===== src/rtl/haar_lift_stage.sv =====
// Integer Haar lifting stage: pairs even/odd samples into (s, d) coefficients; an odd tail is padded with o=e.
// Latency: 1 cycle from accepting the odd (or padded last) sample to out_valid.
// Backpressure: in_ready = !out_valid || out_ready; a pending pair holds stable until taken.
module haar_lift_stage #(
    parameter int size  = 32,
    parameter int IDX_W = 16
) (
    input  logic                   clk,
    input  logic                   rst,
    input  logic                   in_valid,
    output logic                   in_ready,
    input  logic [size-1:0]        in_data,
    input  logic                   in_last,
    output logic                   out_valid,
    input  logic                   out_ready,
    output logic [size-1:0]        out_s,
    output logic [size:0]          out_d,
    output logic [IDX_W-1:0]       out_idx,
    output logic                   out_last
);

    typedef enum logic {EVEN, ODD} state_t;

    state_t                 state;
    logic [size-1:0]        e_q;
    logic [IDX_W-1:0]       cnt;

    logic                   in_xfer;
    logic                   out_xfer;
    logic                   load;
    logic signed [size:0]   e_x;
    logic signed [size:0]   o_x;
    logic signed [size:0]   d_c;
    logic signed [size:0]   s_c;

    assign in_ready = !out_valid || out_ready;
    assign in_xfer  = in_valid && in_ready;
    assign out_xfer = out_valid && out_ready;
    assign load     = in_xfer && ((state == ODD) || in_last);

    // One guard bit keeps o - e exact; s = e + floor(d/2) always fits back in size bits.
    always_comb begin
        e_x = {e_q[size-1], e_q};
        o_x = {in_data[size-1], in_data};
        d_c = o_x - e_x;
        s_c = e_x + (d_c >>> 1);
    end

    always_ff @(posedge clk or posedge rst) begin
        if (rst) begin
            state     <= EVEN;
            e_q       <= '0;
            cnt       <= '0;
            out_valid <= 1'b0;
            out_s     <= '0;
            out_d     <= '0;
            out_idx   <= '0;
            out_last  <= 1'b0;
        end else begin
            if (in_xfer) begin
                if (state == EVEN) begin
                    if (!in_last) begin
                        e_q   <= in_data;
                        state <= ODD;
                    end
                end else begin
                    state <= EVEN;
                end
            end

            if (load) begin
                out_valid <= 1'b1;
                out_idx   <= cnt;
                out_last  <= in_last;
                if (state == ODD) begin
                    out_s <= s_c[size-1:0];
                    out_d <= d_c;
                end else begin
                    // Odd-length tail: o=e gives d=0, s=e.
                    out_s <= in_data;
                    out_d <= '0;
                end
                cnt <= in_last ? '0 : cnt + {{(IDX_W-1){1'b0}}, 1'b1};
            end else if (out_xfer) begin
                out_valid <= 1'b0;
            end
        end
    end

endmodule


===== config.mk =====
export PLATFORM = sky130hd
export DESIGN_NAME = haar_lift_stage
export DESIGN_NICKNAME = d
export VERILOG_FILES = /design/src/rtl/haar_lift_stage.sv
export SDC_FILE = /design/constraint.sdc
export NUM_CORES = 1
export LEC_CHECK = 0
export CAP_MARGIN = 20
export CORE_ASPECT_RATIO = 1.2
export CORE_MARGIN = 3
export CORE_UTILIZATION = 55
export DETAILED_ROUTE_END_ITERATION = 10
export PLACE_DENSITY = 0.8
export SYNTH_ARGS = -nofsm -noshare
export SYNTH_HDL_FRONTEND = slang
export SYNTH_SLANG_ARGS = --single-unit

===== constraint.sdc =====
create_clock -name clk -period 7.6 [get_ports clk]
set_clock_uncertainty 0.15 [all_clocks]
set_input_delay 1.9 -clock clk [delete_from_list [all_inputs] [get_ports clk]]
set_output_delay 1.9 -clock clk [all_outputs]
set_load 0.05 [all_outputs]

; ---- Word level (Yosys, flattened, before mapping)
; Index checks and enable logic that the tools add are counted.
; W data, S select, Z words.
[totals]
regBits = 132
latch_bits = 0
ramBits = 0
mem_bits_ro = 0
in_bits = 37
out_inout_bits = 84
wordCells = 28
memories = 0
[classes]
addsub = 3
n_mul = 0
div_mod_pow = 0
magnitude_cmp = 0
eq_ne = 0
shifts = 0
n_mux = 7
bitwise_logic = 2
reduce_logical = 8
[ops]
columns = operator, n
row1 = $mux W33, 1
row2 = $sub A32 B32 Y33, 1
row3 = $add A32 B32 Y32, 1
row4 = $mux W32, 1
row5 = $add A16 B1 Y16 const B, 1
row6 = $mux W16, 1
row7 = $mux W1, 4
row8 = $logic_and A1 B1 Y1, 3
row9 = $reduce_and A3 Y1, 1
row10 = $logic_or A1 B1 Y1, 2
row11 = $not A1 Y1, 2
row12 = $reduce_bool A2 Y1, 1
row13 = $logic_not A1 Y1, 1

; ---- Longest topological paths before layout
; Gate-level depths: netlist (run 1).
[logic_depth]
ltp_word = 5
depth_mapped = 22
ltp_nobuf = 22

; ---- Least setup slack after synthesis (run 1)
; OpenSTA, ideal clock, no wires.
[synth_path]
kind = input -> register
start = input port in_data[0]
end = register out_s[31]
setup_time_ps = 130
arrival_time_ps = 5465
required_ps = 7320
path_slack_ps = 1855
cell_stages = 22
path_buffers = 0
path_cell_list = inv_1 -> ha_1 -> inv_1 -> fa_1 -> a21o_1 -> a21oi_2 -> o211a_1 -> o21ai_2 -> a21oi_1 -> o31ai_1 -> a21oi_1 -> xnor2_1 -> ha_1 -> nand2_1 -> o21ai_1 -> nor3_1 -> a211oi_2 -> a2111oi_0 -> nor3_1 -> xnor3_1 -> mux2i_1 -> o21ai_1
[synth_via]
elab_chain_len = 3
[synth_lines]
columns = item, line
row1 = start: declaration, 12  ; input logic [size-1:0] in_data,
row2 = $sub A32 B32 Y33, 45  ; d_c = o_x - e_x;
row3 = $add A32 B32 Y32, 46  ; s_c = e_x + (d_c >>> 1);
row4 = $mux W32, 75  ; if (state == ODD) begin
row5 = end signal: assignment, 76  ; out_s <= s_c[size-1:0];
row6 = end signal: assignment, 80  ; out_s <= in_data;
row7 = end: declaration, 16  ; output logic [size-1:0] out_s,
; No other way between the ends.
; A chain may end at the register's enable or synchronous reset.

; ---- Worst setup path after layout (run 1)
[layout_path]
start = input port in_data[1]
end = register out_s[31]
; The elaborated chain is that of the path after synthesis.

==> impl_metrics.json, run 1 <==
{
  "status": "finished, final reports clean",
  "gr-usage-met3": 0.0447,
  "comb_power_share": 0.635,
  "fp.dieArea_um2": 16800,
  "final_cell_mix": "nand2_1, dfrtp_1, clkdlybuf4s50_1, o21ai_0, ha_1",
  "peakVddDrop_uv": 262,
  "vias_per_cell": 5.94,
  "num_io_pins": 121,
  "hold_viol_final": 0,
  "ys_seq_area_frac": 0.392,
  "htree_levels": 4,
  "wl_per_cell_um": 18.2,
  "syn_area_per_cell_um2": 8.91,
  "grt_pass1_wl_um": 37500,
  "start_util": 0.573,
  "intPower_w": 0.00260,
  "hp-class": "reg2reg",
  "finalWorstSetupSlack_ps": 841,
  "layout.nets": 1157,
  "tightestPinTransition_ps": 1070,
  "async_reset_ff_frac": 1.00,
  "antenna_found_initial": 1,
  "diodes": 0,
  "met2_usage": 0.469,
  "maxSlewViolCount": 0,
  "grt_busiest_layer": "met2",
  "met1_usage": 0.361,
  "clock_sinks": 132,
  "switching_share": 0.494,
  "cts.repair.resized": 0,
  "dpl_worst_slack_ps": 564,
  "die_y_um": 142,
  "max_freq_ghz": 0.148,
  "fp-row-count": 48,
  "synth_cell_types": 70,
  "power_frac_seq": 0.208,
  "numCtsBuffers": 17,
  "routed_wl_um": 23100,
  "drtAntennaViolNets": 0,
  "drive_above_1_share": 0.0637,
  "drt_first_pass_iters": 5,
  "rsz0062_at_grt": "false",
  "final_common_cell": "nand2_1",
  "crit_path_max_fanout": 7,
  "fin_crit_sh": 0.889,
  "fin_setup_tns_ps": 0,
  "track_usage": 0.280,
  "grt_max_degree": 75,
  "ys_ff_latch": 132,
  "place.gp.congestion": 0.927,
  "min_period_ps": 6760,
  "netlist_area_um2": 8420,
  "switchingPower_w": 0.00254,
  "hold_buffers": 0,
  "coreArea_um2": 14700,
  "powerDensity_nw_per_um2": 494,
  "cp.required_ps": 7750,
  "setup_violations": 0,
  "clk_latency_ps": 430,
  "grt_remaining_overflow": 0,
  "yosys_warnings": 0,
  "p_clk_frac": 0.157,
  "grt_pass1_vias": 7366,
  "ys.flop_type": "dfrtp_1",
  "endpoint_kind": "flip-flop",
  "p_leak_nw": 4.78,
  "synthCells": 945,
  "synthesis.nets": 1048,
  "drc": 0,
  "cts_root_buf": "clkbuf_16",
  "drv_cap": 0,
  "hpwl_um": 16200,
  "syn2layout_area_growth_pct": 23.7,
  "dr.first_iter.drc_count": 656,
  "cts_tree": "built",
  "path_clk_slew_ps": 60,
  "post_cts_buffers": 0,
  "arrival_ps": 6910,
  "start_kind": "primary input",
  "port-buffer-count": 120,
  "relSlewSlack": 0.287,
  "synth_edf_count": 0,
  "die_x_um": 119,
  "vias": 7521,
  "cts.path.max_buffers": 2,
  "crit_type": "in2reg"
}
kinds of logic (layout without fill, tap and decap cells):
group / count (synthesis) / in the layout / synth area share
buffers and inverters: 91 / 213 / 0.0411
XOR/XNOR: 69 / 69 / 0.0743
AO/OA/AOI/OAI: 299 / 299 / 0.237
flip-flops: 132 / 132 / 0.392
adder cells (fa/ha/maj): 66 / 66 / 0.0998
AND/OR/NAND/NOR: 280 / 280 / 0.146
multiplexers: 8 / 8 / 0.0102
registers in the layout (all words and copies together) (netlist names):
signal and flops:
state 1, out_valid 1, out_d 33, out_s 32
out_idx 16, cnt 16, out_last 1, e_q 32
power groups by stage:
stage	Clock, W	Sequential [W]	Combinational, W
2_1_floorplan	0	0.00162	0.00182
3_3_place_gp	0	0.00107	0.00316
3_5_place_dp	0	0.00108	0.00319
4_1_cts	0.000815	0.00107	0.00324
5_1_grt	0.000851	0.00110	0.00351
6_report	0.000808	0.00107	0.00327
through the flow:
step                area (um^2)  power, W  hold slack (ps)  utilization  std cells
floorplan                  8420   0.00344              309            -        945
global placement           9800   0.00423              308        0.666       1233
detailed placement         9830   0.00427              312        0.668       1234
CTS                       10400   0.00513              328        0.708       1266
global route              10400   0.00546              345        0.708       1267
finish                    10400   0.00515              324        0.708       1267
area by class of cell:
type	instances	area, um^2
multi-input cells	722	4800
fillers	1141	4290
inverters	52	198
well taps	200	250
flip-flops and latches	132	3300
clock buffers	17	425
repair buffers	129	1290
clock inverters	15	156
synthesized netlist by cell type (6+ instances only):
cell / count / area share
inv_1: 52 / 0.023
a21oi_1: 63 / 0.037
nor3_1: 10 / 0.0059
o21ai_0: 70 / 0.042
o21a_1: 11 / 0.0098
a21oi_2: 6 / 0.0062
xor2_1: 31 / 0.032
nor2b_1: 8 / 0.0059
a22o_1: 31 / 0.032
dfrtp_1: 132 / 0.39
ha_1: 64 / 0.095
xnor2_1: 36 / 0.037
nor2_1: 58 / 0.026
nand2_1: 143 / 0.064
and2_1: 6 / 0.0045
mux2i_1: 6 / 0.0071
a21o_1: 29 / 0.026
clkbuf_1: 31 / 0.014
nand3_1: 17 / 0.010
o21ai_1: 13 / 0.0077
o22ai_1: 18 / 0.013
and3_1: 11 / 0.0082
o21bai_1: 6 / 0.0053
nand4_1: 8 / 0.0059
path summary, 6_finish.rpt:
path	startpoint	to	slack, ps	cells after the start
min in group asynchronous	rst	out_s[7]	1790	2
min	out_idx[13]	out_idx[13]	320	2
max in group asynchronous	rst	out_s[23]	4110	3
max	in_data[1]	out_s[31]	840	19
min reg2reg	out_idx[13]	out_idx[13]	320	2
max reg2reg	e_q[1]	out_s[31]	2340	19
worst max-delay path, stage by stage:
cell and delay, ps:
clkdlybuf4s50_1 570, ha_1 260, nor2b_1 130, o21ai_1 160
a21oi_1 150, o31ai_1 480, o21ai_1 210, a31oi_2 420
xnor2_1 160, ha_1 440, nand2_1 140, o21ai_1 300
a41oi_1 130, a211oi_2 440, a2111oi_0 210, nor3_1 300
xnor3_1 280, mux2i_1 150, o21ai_1 70
metal layers:
layer  vias to the layer above  part of all wire
met2                       275              0.49
met3                        59             0.059
met4                         0             0.027
li1                       3585                 -
met1                      3602              0.42
met5                         -                 0
(Power assumes the default switching activity.)
==> run 2: changes to the inputs <==
==> constraint.sdc (replaced) <==
create_clock -name clk -period 7.6 [get_ports clk]
set_clock_uncertainty 0.15 [all_clocks]
set_input_delay 1.52 -clock clk [delete_from_list [all_inputs] [get_ports clk]]
set_output_delay 1.52 -clock clk [all_outputs]
set_load 0.05 [all_outputs]
==> run 2 against run 1 <==
Effect of this change:
- worst setup slack better by 520 ps
- sequential share of layout area did not move
- first-iteration DRC count shrank 5.2%
- die area did not move
- power is 0.39% higher
- wire length decreased by 0.99%
- count of clock-buffer cells in the layout stayed put
- global-route usage down 0.38 points
- critical path depth unchanged
- clock power rose by 6.2%
- register-to-register slack improved by 160 ps
- largest cell class unchanged
- largest power group unchanged
==> impl_metrics.json, run 2 (synthesized netlist as in run 1, its figures left out) <==
{
  "status": "finished, final reports clean",
  "path_clk_slew_ps": 60,
  "final_common_cell": "nand2_1",
  "hold_buffers": 0,
  "intPower_w": 0.00266,
  "htree_levels": 4,
  "maxSlewViolCount": 0,
  "hpwl_um": 16000,
  "finalWorstSetupSlack_ps": 1360,
  "largest_register": "out_d",
  "critPathTopFamily": "compound AO/OA/AOI/OAI gates",
  "peakVddDrop_uv": 276,
  "track_usage": 0.276,
  "start_util": 0.573,
  "hp-class": "reg2reg",
  "max_freq_ghz": 0.160,
  "numCtsBuffers": 17,
  "post-place-cells": 1234,
  "fin_crit_sh": 0.821,
  "drv_cap": 0,
  "grt_pass1_vias": 7246,
  "comb_power_share": 0.629,
  "dr.first_iter.drc_count": 622,
  "p_leak_nw": 4.78,
  "stdcell_count": 1266,
  "routed_wl_um": 22800,
  "crit_path_top_delay_cell": "clkdlybuf4s50_1",
  "fin_setup_tns_ps": 0,
  "wl_per_cell_um": 18.0,
  "regArea_um2": 3300,
  "final_cell_mix": "nand2_1, dfrtp_1, clkdlybuf4s50_1, o21ai_0, ha_1",
  "cp_common_cell": "o21ai_1",
  "place.gp.congestion": 0.928,
  "setup_violations": 0,
  "cp_cell_sequence": "clkdlybuf4s50_1 > ha_1 > nor2b_1 > o21ai_1 > a21oi_1 > o31ai_1 > o21ai_1 > a31oi_2 > xnor2_1 > ha_1 > nand2_1 > o21ai_1 > a41oi_1 > a211oi_2 > a2111oi_0 > nor3_1 > xnor3_1 > mux2i_1 > o21ai_1",
  "endpoint_kind": "flip-flop",
  "grt_pass1_wl_um": 37100,
  "post_cts_buffers": 0,
  "largest_register_ffs": 33,
  "r2r_start": "e_q[1]",
  "die_y_um": 142,
  "arrival_ps": 6370,
  "clock_sinks": 132,
  "switchingPower_w": 0.00251,
  "num_io_pins": 121,
  "cts_root_buf": "clkbuf_16",
  "powerDensity_nw_per_um2": 496,
  "fp.dieArea_um2": 16800,
  "switching_share": 0.485,
  "rsz0062_at_grt": "false",
  "die_x_um": 119,
  "p_clk_frac": 0.166,
  "vias_per_cell": 5.87,
  "port-buffer-count": 120,
  "cts.path.max_buffers": 2,
  "path_buf_inv": 1,
  "relSlewSlack": 0.341,
  "min_period_ps": 6240,
  "crit_type": "in2reg",
  "vias": 7429,
  "antenna_found_initial": 0,
  "syn2layout_area_growth_pct": 23.7,
  "diodes": 0,
  "cts_tree": "built",
  "dpl_worst_slack_ps": 1010,
  "cts.repair.resized": 0,
  "num-fill-cells": 1122,
  "drc": 0,
  "tightestPinTransition_ps": 983,
  "largestRegisters": "out_d x33, e_q x32, out_s x32",
  "multi_input_area_um2": 4800,
  "critPathMaxStageDelay_ps": 560,
  "fp-row-count": 48,
  "crit_start": "in_data[1]",
  "hold_viol_final": 0,
  "grt_remaining_overflow": 0,
  "power_frac_seq": 0.205,
  "clk_latency_ps": 430,
  "grt_max_degree": 89,
  "layout.nets": 1156,
  "drtAntennaViolNets": 0,
  "start_kind": "primary input",
  "drive_above_1_share": 0.0629,
  "worstHoldStart": "out_idx[8]",
  "coreArea_um2": 14700,
  "cp.required_ps": 7730,
  "drt_first_pass_iters": 4,
  "crit_path_max_fanout": 7
}
## run 2: cell count changes in the layout (fill, tap and decap cells not counted), sizes merged
cell	change
clkinvlp	-1
bufinv	+2
buf	-1
inv	-1
## run 2: power groups by stage
stage / Combinational [W] / Clock, W / Sequential, W
3_3_place_gp: 0.00316 / 0 / 0.00106
3_5_place_dp: 0.00319 / 0 / 0.00107
5_1_grt: 0.00350 / 0.000903 / 0.00109
6_report: 0.00325 / 0.000858 / 0.00106
4_1_cts: 0.00323 / 0.000867 / 0.00106
2_1_floorplan: 0.00182 / 0 / 0.00162
## run 2: worst reg2reg max path, stage by stage, from the launching register on
cell and delay [ps]:
dfrtp_1 410, inv_1 130, ha_1 240, nor2b_1 130, o21ai_1 160, a21oi_1 140, o31ai_1 510, o21ai_1 200
a31oi_2 400, xnor2_1 170, ha_1 420, nand2_1 140, o21ai_1 290, a41oi_1 130, a211oi_2 440, a2111oi_0 200
nor3_1 230, xnor3_1 240, mux2i_1 140, o21ai_1 70
## run 2: routing by layer
layer | vias to the layer above | global-route usage | routed length (um)
met5 | - | 0 | 0
met4 | 0 | 0.114 | 632
met3 | 50 | 0.0502 | 1330
met2 | 237 | 0.453 | 11000
met1 | 3556 | 0.360 | 9860
li1 | 3586 | - | -
## run 2: final cells by class
class / count / share of cell area
clock buffer: 17 / 0.0408
inverter: 52 / 0.0190
sequential: 132 / 0.317
multi-input combinational: 722 / 0.460
timing repair buffer: 128 / 0.121
clock inverter: 15 / 0.0180
tap: 200 / 0.0240
## run 2: stage by stage
step	area, um^2	hold WS (ps)	power [W]	util
6_report	10400	320	0.00517	0.708
3_3_place_gp	9810	307	0.00423	0.667
5_1_grt	10400	352	0.00549	0.708
3_5_place_dp	9810	311	0.00426	0.667
2_1_floorplan	8420	309	0.00344	-
4_1_cts	10400	328	0.00516	0.708
## run 2: worst paths after layout
kind | end | slack [ps] | depth (start not counted)
max reg2reg | out_s[31] | 2500 | 19
max in group asynchronous | e_q[22] | 4470 | 3
max | out_s[31] | 1360 | 19
min reg2reg | out_idx[8] | 320 | 2
min in group asynchronous | out_s[7] | 1420 | 2
min | out_idx[8] | 320 | 2
